===== config.mk =====
export PLATFORM = sky130hd
export DESIGN_NAME = instr_fetch_unit
export DESIGN_NICKNAME = d
export VERILOG_FILES = /design/src/rtl/instr_fetch_unit.sv
export SDC_FILE = /design/constraint.sdc
export NUM_CORES = 1
export LEC_CHECK = 0
export BUFFER_PORTS_ARGS = -buffer_cell sky130_fd_sc_hd__buf_2
export CAP_MARGIN = 10
export CELL_PAD_IN_SITES_DETAIL_PLACEMENT = 1
export CELL_PAD_IN_SITES_GLOBAL_PLACEMENT = 1
export CORE_MARGIN = 4
export CORE_UTILIZATION = 40
export DETAILED_ROUTE_END_ITERATION = 10
export PLACE_DENSITY_LB_ADDON = 0.1
export SYNTH_ARGS = -nofsm -noshare
export SYNTH_HDL_FRONTEND = slang
export SYNTH_SLANG_ARGS = --single-unit

===== constraint.sdc =====
create_clock -name clk -period 5.18 [get_ports clk]
set_input_delay 0.518 -clock clk [delete_from_list [all_inputs] [get_ports clk]]
set_output_delay 0.518 -clock clk [all_outputs]
set_load 0.02 [all_outputs]

===== src/rtl/instr_fetch_unit.sv =====
// Instruction fetch unit: issues word fetches over req/ack and holds the returned instruction and its PC for decode.
// Latency: first valid instruction on the 2nd edge after reset release; one instruction per 2 cycles with a zero-wait memory.
// Backpressure: Stall_i holds the instruction in WAIT; optional misaligned-redirect fault when FETCH_ALIGN_CHECK_EN is defined.
module instr_fetch_unit #(
    parameter int                    DATA_WIDTH = 32,
    parameter logic [DATA_WIDTH-1:0] RESET_PC   = 32'h0040_0000,
    parameter logic [DATA_WIDTH-1:0] NOP_INSTR  = 32'h0000_0013
) (
    input  logic                  clk,
    input  logic                  reset,
    output logic                  Mem_Req_o,
    output logic [DATA_WIDTH-1:0] Mem_Addr_o,
    input  logic                  Mem_Ack_i,
    input  logic [DATA_WIDTH-1:0] Mem_Rdata_i,
    input  logic                  Stall_i,
    input  logic                  Redirect_i,
    input  logic [DATA_WIDTH-1:0] Redirect_PC_i,
    output logic                  Instr_Valid_o,
    output logic [DATA_WIDTH-1:0] Instr_o,
    output logic [DATA_WIDTH-1:0] PC_o,
`ifdef FETCH_ALIGN_CHECK_EN
    output logic [6:0]            OP_o,
    output logic                  Fault_o
`else
    output logic [6:0]            OP_o
`endif
);

    typedef enum logic [2:0] {
        IDLE  = 3'd0,
        FETCH = 3'd1,
        WAIT  = 3'd2,
        FLUSH = 3'd3,
        FAULT = 3'd4
    } state_t;

    localparam logic [DATA_WIDTH-1:0] WORD_MASK = ~{{(DATA_WIDTH-2){1'b0}}, 2'b11};
    localparam logic [DATA_WIDTH-1:0] PC_STEP   = {{(DATA_WIDTH-3){1'b0}}, 3'd4};

    state_t                state_q, state_d;
    logic [DATA_WIDTH-1:0] pc_q, pc_d;          // next PC to fetch (redirect target once redirected)
    logic [DATA_WIDTH-1:0] addr_q, addr_d;      // address on the bus; keeps the outstanding address while flushing
    logic [DATA_WIDTH-1:0] instr_q, instr_d;
    logic [DATA_WIDTH-1:0] pc_out_q, pc_out_d;
    logic                  vld_q, vld_d;
    logic                  req_q, req_d;
    logic                  pend_q, pend_d;      // flush must end in FAULT (misaligned target seen)
    logic [DATA_WIDTH-1:0] redir_tgt;
    logic                  redir_mis;

`ifdef FETCH_ALIGN_CHECK_EN
    logic fault_q, fault_d;
    assign redir_tgt = Redirect_PC_i;
    assign redir_mis = |(Redirect_PC_i & ~WORD_MASK);
`else
    // Without the check, low target bits are simply dropped.
    assign redir_tgt = Redirect_PC_i & WORD_MASK;
    assign redir_mis = 1'b0;
`endif

    // Next-state and output computation for the fetch FSM.
    always_comb begin
        state_d  = state_q;
        pc_d     = pc_q;
        addr_d   = addr_q;
        instr_d  = instr_q;
        pc_out_d = pc_out_q;
        vld_d    = vld_q;
        pend_d   = pend_q;
        case (state_q)
            IDLE: begin
                state_d = FETCH;
            end
            FETCH: begin
                if (Redirect_i) begin
                    pc_d = redir_tgt;
                    if (Mem_Ack_i) begin
                        // Returned data belongs to the wrong path; drop it.
                        if (redir_mis) begin
                            state_d = FAULT;
                        end else begin
                            addr_d = redir_tgt;
                        end
                    end else begin
                        // Bus address must stay put until memory acks.
                        state_d = FLUSH;
                        pend_d  = redir_mis;
                    end
                end else if (Mem_Ack_i) begin
                    instr_d  = Mem_Rdata_i;
                    pc_out_d = pc_q;
                    vld_d    = 1'b1;
                    pc_d     = pc_q + PC_STEP;
                    addr_d   = pc_q + PC_STEP;
                    state_d  = WAIT;
                end
            end
            FLUSH: begin
                if (Redirect_i) begin
                    pc_d   = redir_tgt;
                    pend_d = redir_mis;
                end
                if (Mem_Ack_i) begin
                    if (Redirect_i ? redir_mis : pend_q) begin
                        state_d = FAULT;
                    end else begin
                        addr_d  = Redirect_i ? redir_tgt : pc_q;
                        state_d = FETCH;
                    end
                end
            end
            WAIT: begin
                if (Redirect_i) begin
                    vld_d   = 1'b0;
                    instr_d = NOP_INSTR;
                    pc_d    = redir_tgt;
                    if (redir_mis) begin
                        state_d = FAULT;
                    end else begin
                        addr_d  = redir_tgt;
                        state_d = FETCH;
                    end
                end else if (!Stall_i) begin
                    vld_d   = 1'b0;
                    instr_d = NOP_INSTR;
                    state_d = FETCH;
                end
            end
            default: begin
                // FAULT: terminal until reset.
                vld_d = 1'b0;
            end
        endcase
        req_d = (state_d == FETCH) || (state_d == FLUSH);
`ifdef FETCH_ALIGN_CHECK_EN
        fault_d = (state_d == FAULT);
`endif
    end

    // State and registered outputs; reset abandons any outstanding request.
    always_ff @(posedge clk or posedge reset) begin
        if (reset) begin
            state_q  <= IDLE;
            pc_q     <= RESET_PC;
            addr_q   <= RESET_PC;
            instr_q  <= NOP_INSTR;
            pc_out_q <= '0;
            vld_q    <= 1'b0;
            req_q    <= 1'b0;
            pend_q   <= 1'b0;
`ifdef FETCH_ALIGN_CHECK_EN
            fault_q  <= 1'b0;
`endif
        end else begin
            state_q  <= state_d;
            pc_q     <= pc_d;
            addr_q   <= addr_d;
            instr_q  <= instr_d;
            pc_out_q <= pc_out_d;
            vld_q    <= vld_d;
            req_q    <= req_d;
            pend_q   <= pend_d;
`ifdef FETCH_ALIGN_CHECK_EN
            fault_q  <= fault_d;
`endif
        end
    end

    assign Mem_Req_o     = req_q;
    assign Mem_Addr_o    = addr_q;
    assign Instr_Valid_o = vld_q;
    assign Instr_o       = instr_q;
    assign PC_o          = pc_out_q;
    assign OP_o          = instr_q[6:0];
`ifdef FETCH_ALIGN_CHECK_EN
    assign Fault_o       = fault_q;
`endif

endmodule


## Word-level counts from Yosys, hierarchy flattened

Index checks and enable logic that the tools add are counted.

| operators by class | value |
|---|---|
| bitwise gates (word level) | 2 |
| add/subtract/negate cells | 1 |
| reductions and logical operators | 14 |
| eq/ne operators | 14 |
| muxes and demuxes | 32 |

Operators by type and width:

| operator | number |
|---|---|
| $mux W32 | 12 |
| $pmux W32 S2 | 2 |
| $pmux W32 S3 | 1 |
| $add A32 B3 Y32 const B | 1 |
| $mux W3 | 7 |
| $ne A2 B2 Y1 const B | 7 |
| $pmux W3 S4 | 1 |
| $eq A3 B2 Y1 const B | 3 |
| $reduce_and A4 Y1 | 2 |
| $mux W1 | 7 |
| $eq A3 B1 Y1 const B | 2 |
| $ne A3 B3 Y1 const B | 2 |
| $reduce_and A3 Y1 | 2 |
| $reduce_bool A2 Y1 | 3 |
| $reduce_and A5 Y1 | 1 |
| $reduce_or A2 Y1 | 2 |
| $logic_not A3 Y1 | 1 |
| $pmux W1 S3 | 1 |
| $reduce_bool A3 Y1 | 1 |
| $not A1 Y1 | 2 |
| $pmux W1 S2 | 1 |
| $reduce_and A2 Y1 | 1 |
| $logic_or A1 B1 Y1 | 1 |

| storage, ports and cells | value |
|---|---|
| input port bits | 69 |
| register bits after elaboration | 134 |
| logic and storage cells | 71 |
| output and inout port bits | 105 |

## Longest topological paths before layout

| logic depth | value |
|---|---|
| depth in word-level cells | 6 |
| gate-level depth with buffers | 8 |
| gate-level depth less buffers | 6 |

## Worst setup path after synthesis

Ideal clock, no wire load.

| path | value |
|---|---|
| kind | reg-to-reg |
| from | register pc_q[3] |
| to | register addr_q[22], in the netlist Mem_Addr_o[22] |
| data required time | 5.107 ns |
| period minus slack after synthesis | 2.215 ns |
| setup time | 0.073 ns |
| cell stages (with the launch flop) | 7 |
| arrival | 2.142 ns |
| path buffers | 0 |
| setup slack | 2.965 ns |
| path through | dfrtp_1 -> ha_1 -> nand3_4 -> or4_4 -> or3_1 -> a311o_1 -> a21oi_1 |

| on the way | value |
|---|---|
| cells in the longest elaborated chain, start to end | 4 |

RTL lines:

| item | line | RTL |
|---|---|---|
| start: declaration | 41 | `logic [DATA_WIDTH-1:0] pc_q, pc_d;` |
| start signal: assignment | 156 | `pc_q <= pc_d;` |
| $add A32 B3 Y32 | 94 | `addr_d = pc_q + PC_STEP;` |
| $mux W32 | 89 | `end else if (Mem_Ack_i) begin` |
| $mux W32 | 75 | `if (Redirect_i) begin` |
| $pmux W32 S3 | 70 | `case (state_q)` |
| end signal: assignment | 157 | `addr_q <= addr_d;` |
| end: declaration | 42 | `logic [DATA_WIDTH-1:0] addr_q, addr_d;` |

No other way between the ends. The select of a mux whose other input is x is not followed.
A chain may end at the register's enable or synchronous reset.

## Final worst setup path

| path | value |
|---|---|
| from | register pc_q[3] |
| to | register addr_q[24], in the netlist Mem_Addr_o[24] |

Same word-level chain as after synthesis.

==> impl_results.md <==
- Synth Flop Type: dfrtp_1
- Actual slew at the worst max-slew pin: 0.985 ns
- Vias per cell: 5.72
- Type of origin of the critical path: register
- Ant. Diodes: 0
- Yosys reg bits: 134
- Pre-CTS WS: 2.21 ns
- Syn Nets: 917
- Crit path DAT: 3.00 ns
- Site row count: 48
- Fin util: 0.497
- Total GRT Usage: 0.245
- Post-synth EDFFs: 0
- Clk buf depth: 2
- Die Span Y: 141 um
- Clock Latency Late Sink: 0.42 ns
- Final Power: 2.44 mW
- Crit end category: register
- Placed Area: 8040 um^2
- Yosys warnings: 0
- LEAKAGE: 4.40 nW
- Worst min path class: in2async
- Routed WL: 24300 um
- Global-route wire length before repair: 38900 um
- Via count: 6932
- Most common cell after layout, fill and taps aside: nand2_1
- Largest net degree at the start of global routing: 91
- Post-synthesis sequential area ratio: 0.474
- Critical path's slowest cell: nor4_1
- Placed cell count: 1179
- Max Fanout on Critical Path: 8
- GRT Residual Overflow: 0
- Area of the mapped netlist: 7090 um^2
- Required time of the critical path: 5.50 ns
- Core ar.: 17400 um^2
- Design Area, Final: 8620 um^2
- Post_cts resized: 0
- Initial Util: 0.408
- DR DRC count: 0
- Slew Limit Fails: 0
- Critical Path Max Stage Delay: 0.88 ns
- Skew final: 0.00855 ns
- Most frequent cells in the layout: 194 x nand2_1, 171 x buf_2, 129 x dfrtp_1
- Chip width: 141 um
- Sinks on the clock net: 134
- Critical setup path kind: reg2reg
- Critical path's top delay family: simple AND/OR/NAND/NOR gates
- Routed Antenna Nets: 0
- Yosys cell types: 66
- Clock root buffer: clkbuf_16
- Die area: 19900 um^2
- Maximum clock frequency: 372 MHz
- Mean Syn Cell Area: 8.37 um^2
- Post-layout min period: 2.69 ns
- I/O pin count: 174
- # hold bufs at CTS: 0
- Global placement routability congestion: 0.848
- DRT Pass-1 Iters: 5
- VDD IR max: 0.228 mV
- Final Setup Violations: 0
- Final-stage net count: 1043
- Synth-to-layout area growth: 21.6%
- CTS H-tree lvls: 4
- Final cell count without fillers: 1211
- Status: completed
- Hold Violations, Final: 0
- Critical path, cell by cell: ha_1, nand3_4, nor4_1, nand3_1, xor2_1, a221oi_1
- TNS Setup: 0 ns
- Post-synth ARST share: 1.00
- Clk pin slew, worst setup/hold paths: 0.07 ns
- Share of cells above drive strength 1: 0.238
- Initial antenna violation count: 1
- # Max-Cap Violations: 0
- IO buf count: 171
- Hold WS: 0.279 ns
- TritonCTS Buffers: 17
- CTS tree: yes
- Vias in the first global route: 7019
- Pwr Density: 282 nW/um^2
- Cells after Synth: 847
- Slew HR: 0.337
- Buf/Inv on CP: 0
- Final period util: 0.519
- WL/cell: 20.0 um
- Final WS setup: 2.49 ns
- Hpwl dp: 16300 um
- Fillers: 2155
- RSZ-0062 raised after global routing: no
- Setup Buffers After CTS: 0
- Iter 0 DRT Violations: 375
[synth_stat cells (all sizes together) (2+ instances only)]
cell,count,share of area
nand4,10,0.011
or3,4,0.0035
dfstp,5,0.019
nor3,25,0.018
a21boi,3,0.0032
o211ai,5,0.0053
a21o,3,0.0032
a32oi,7,0.0086
a311oi,2,0.0025
or4,2,0.0026
o21a,3,0.0032
o22ai,5,0.0044
a22oi,10,0.011
nor2b,2,0.0018
xnor2,8,0.0099
o2bb2ai,3,0.0037
dfrtp,129,0.46
buf,23,0.017
nand2b,8,0.0071
or2,2,0.0018
xor2,4,0.0049
nor3b,2,0.0021
nand2,194,0.10
inv,10,0.0053
o32ai,3,0.0037
a211o,4,0.0049
nor2,50,0.026
nor4,10,0.0088
and4,5,0.0062
and3,10,0.0088
clkbuf,55,0.029
and2,5,0.0044
o31a,2,0.0025
a21oi,46,0.032
a311o,2,0.0028
o311ai,2,0.0025
a221oi,9,0.011
o21ai,72,0.051
a31oi,4,0.0035
o22a,3,0.0037
nand3,59,0.045
o31ai,6,0.0064
mux2i,10,0.014
o221ai,7,0.0086
[path summary, 6_finish.rpt]
path,startpoint,endpoint,depth (start not counted),slack [ns]
setup / recovery,pc_q[3],Mem_Addr_o[24],6,2.49
hold / removal,reset,Instr_o[7],2,0.28
setup reg to reg,pc_q[3],Mem_Addr_o[24],6,2.49
hold reg to reg,Mem_Addr_o[0],Mem_Addr_o[0],2,0.46
max in group asynchronous,reset,state_q[2],3,3.75
min in group clk,Mem_Rdata_i[23],Instr_o[23],3,0.31
[power by group]
part / total (mW) / switching (mW) / internal (mW)
Combinational: 0.138 / 0.0878 / 0.0499
Sequential: 1.08 / 0.0252 / 1.06
Clock: 1.22 / 0.483 / 0.733
Total: 2.44 / 0.595 / 1.84
[routing by layer]
layer  share of wire  track usage
met5         0.00029            0
met3           0.057       0.0448
met4           0.014       0.0612
met2            0.48        0.396
met1            0.45        0.341
[state kept, by name, summed over array words and instances, names as in the netlist]
signal / cells
Instr_o: 32
Mem_Addr_o: 32
PC_o: 32
pc_q: 32
state_q: 3
Instr_Valid_o: 1
Mem_Req_o: 1
pend_q: 1
[cell type report]
class                           count  area [um^2]  area share
Sequential cell                   134         3360       0.390
Clock inverter                     12          128      0.0148
Timing Repair Buffer              185          961       0.111
Multi-Input combinational cell    624         3390       0.393
Inverter                           11         46.3     0.00537
Clock buffer                       20          457      0.0530
Tap cell                          225          282      0.0327
[kinds of logic after synthesis]
kind of cell               Yosys count  share of synthesized area
AOI/OAI and AO/OA                  209                      0.188
xor gates and xnor gates            12                     0.0148
adders and majority gates            1                    0.00176
buffers and inverters               89                     0.0524
DFF                                134                      0.474
muxes                               11                     0.0157
and+or+nand+nor                    391                      0.254
(Power assumes the default switching activity.)
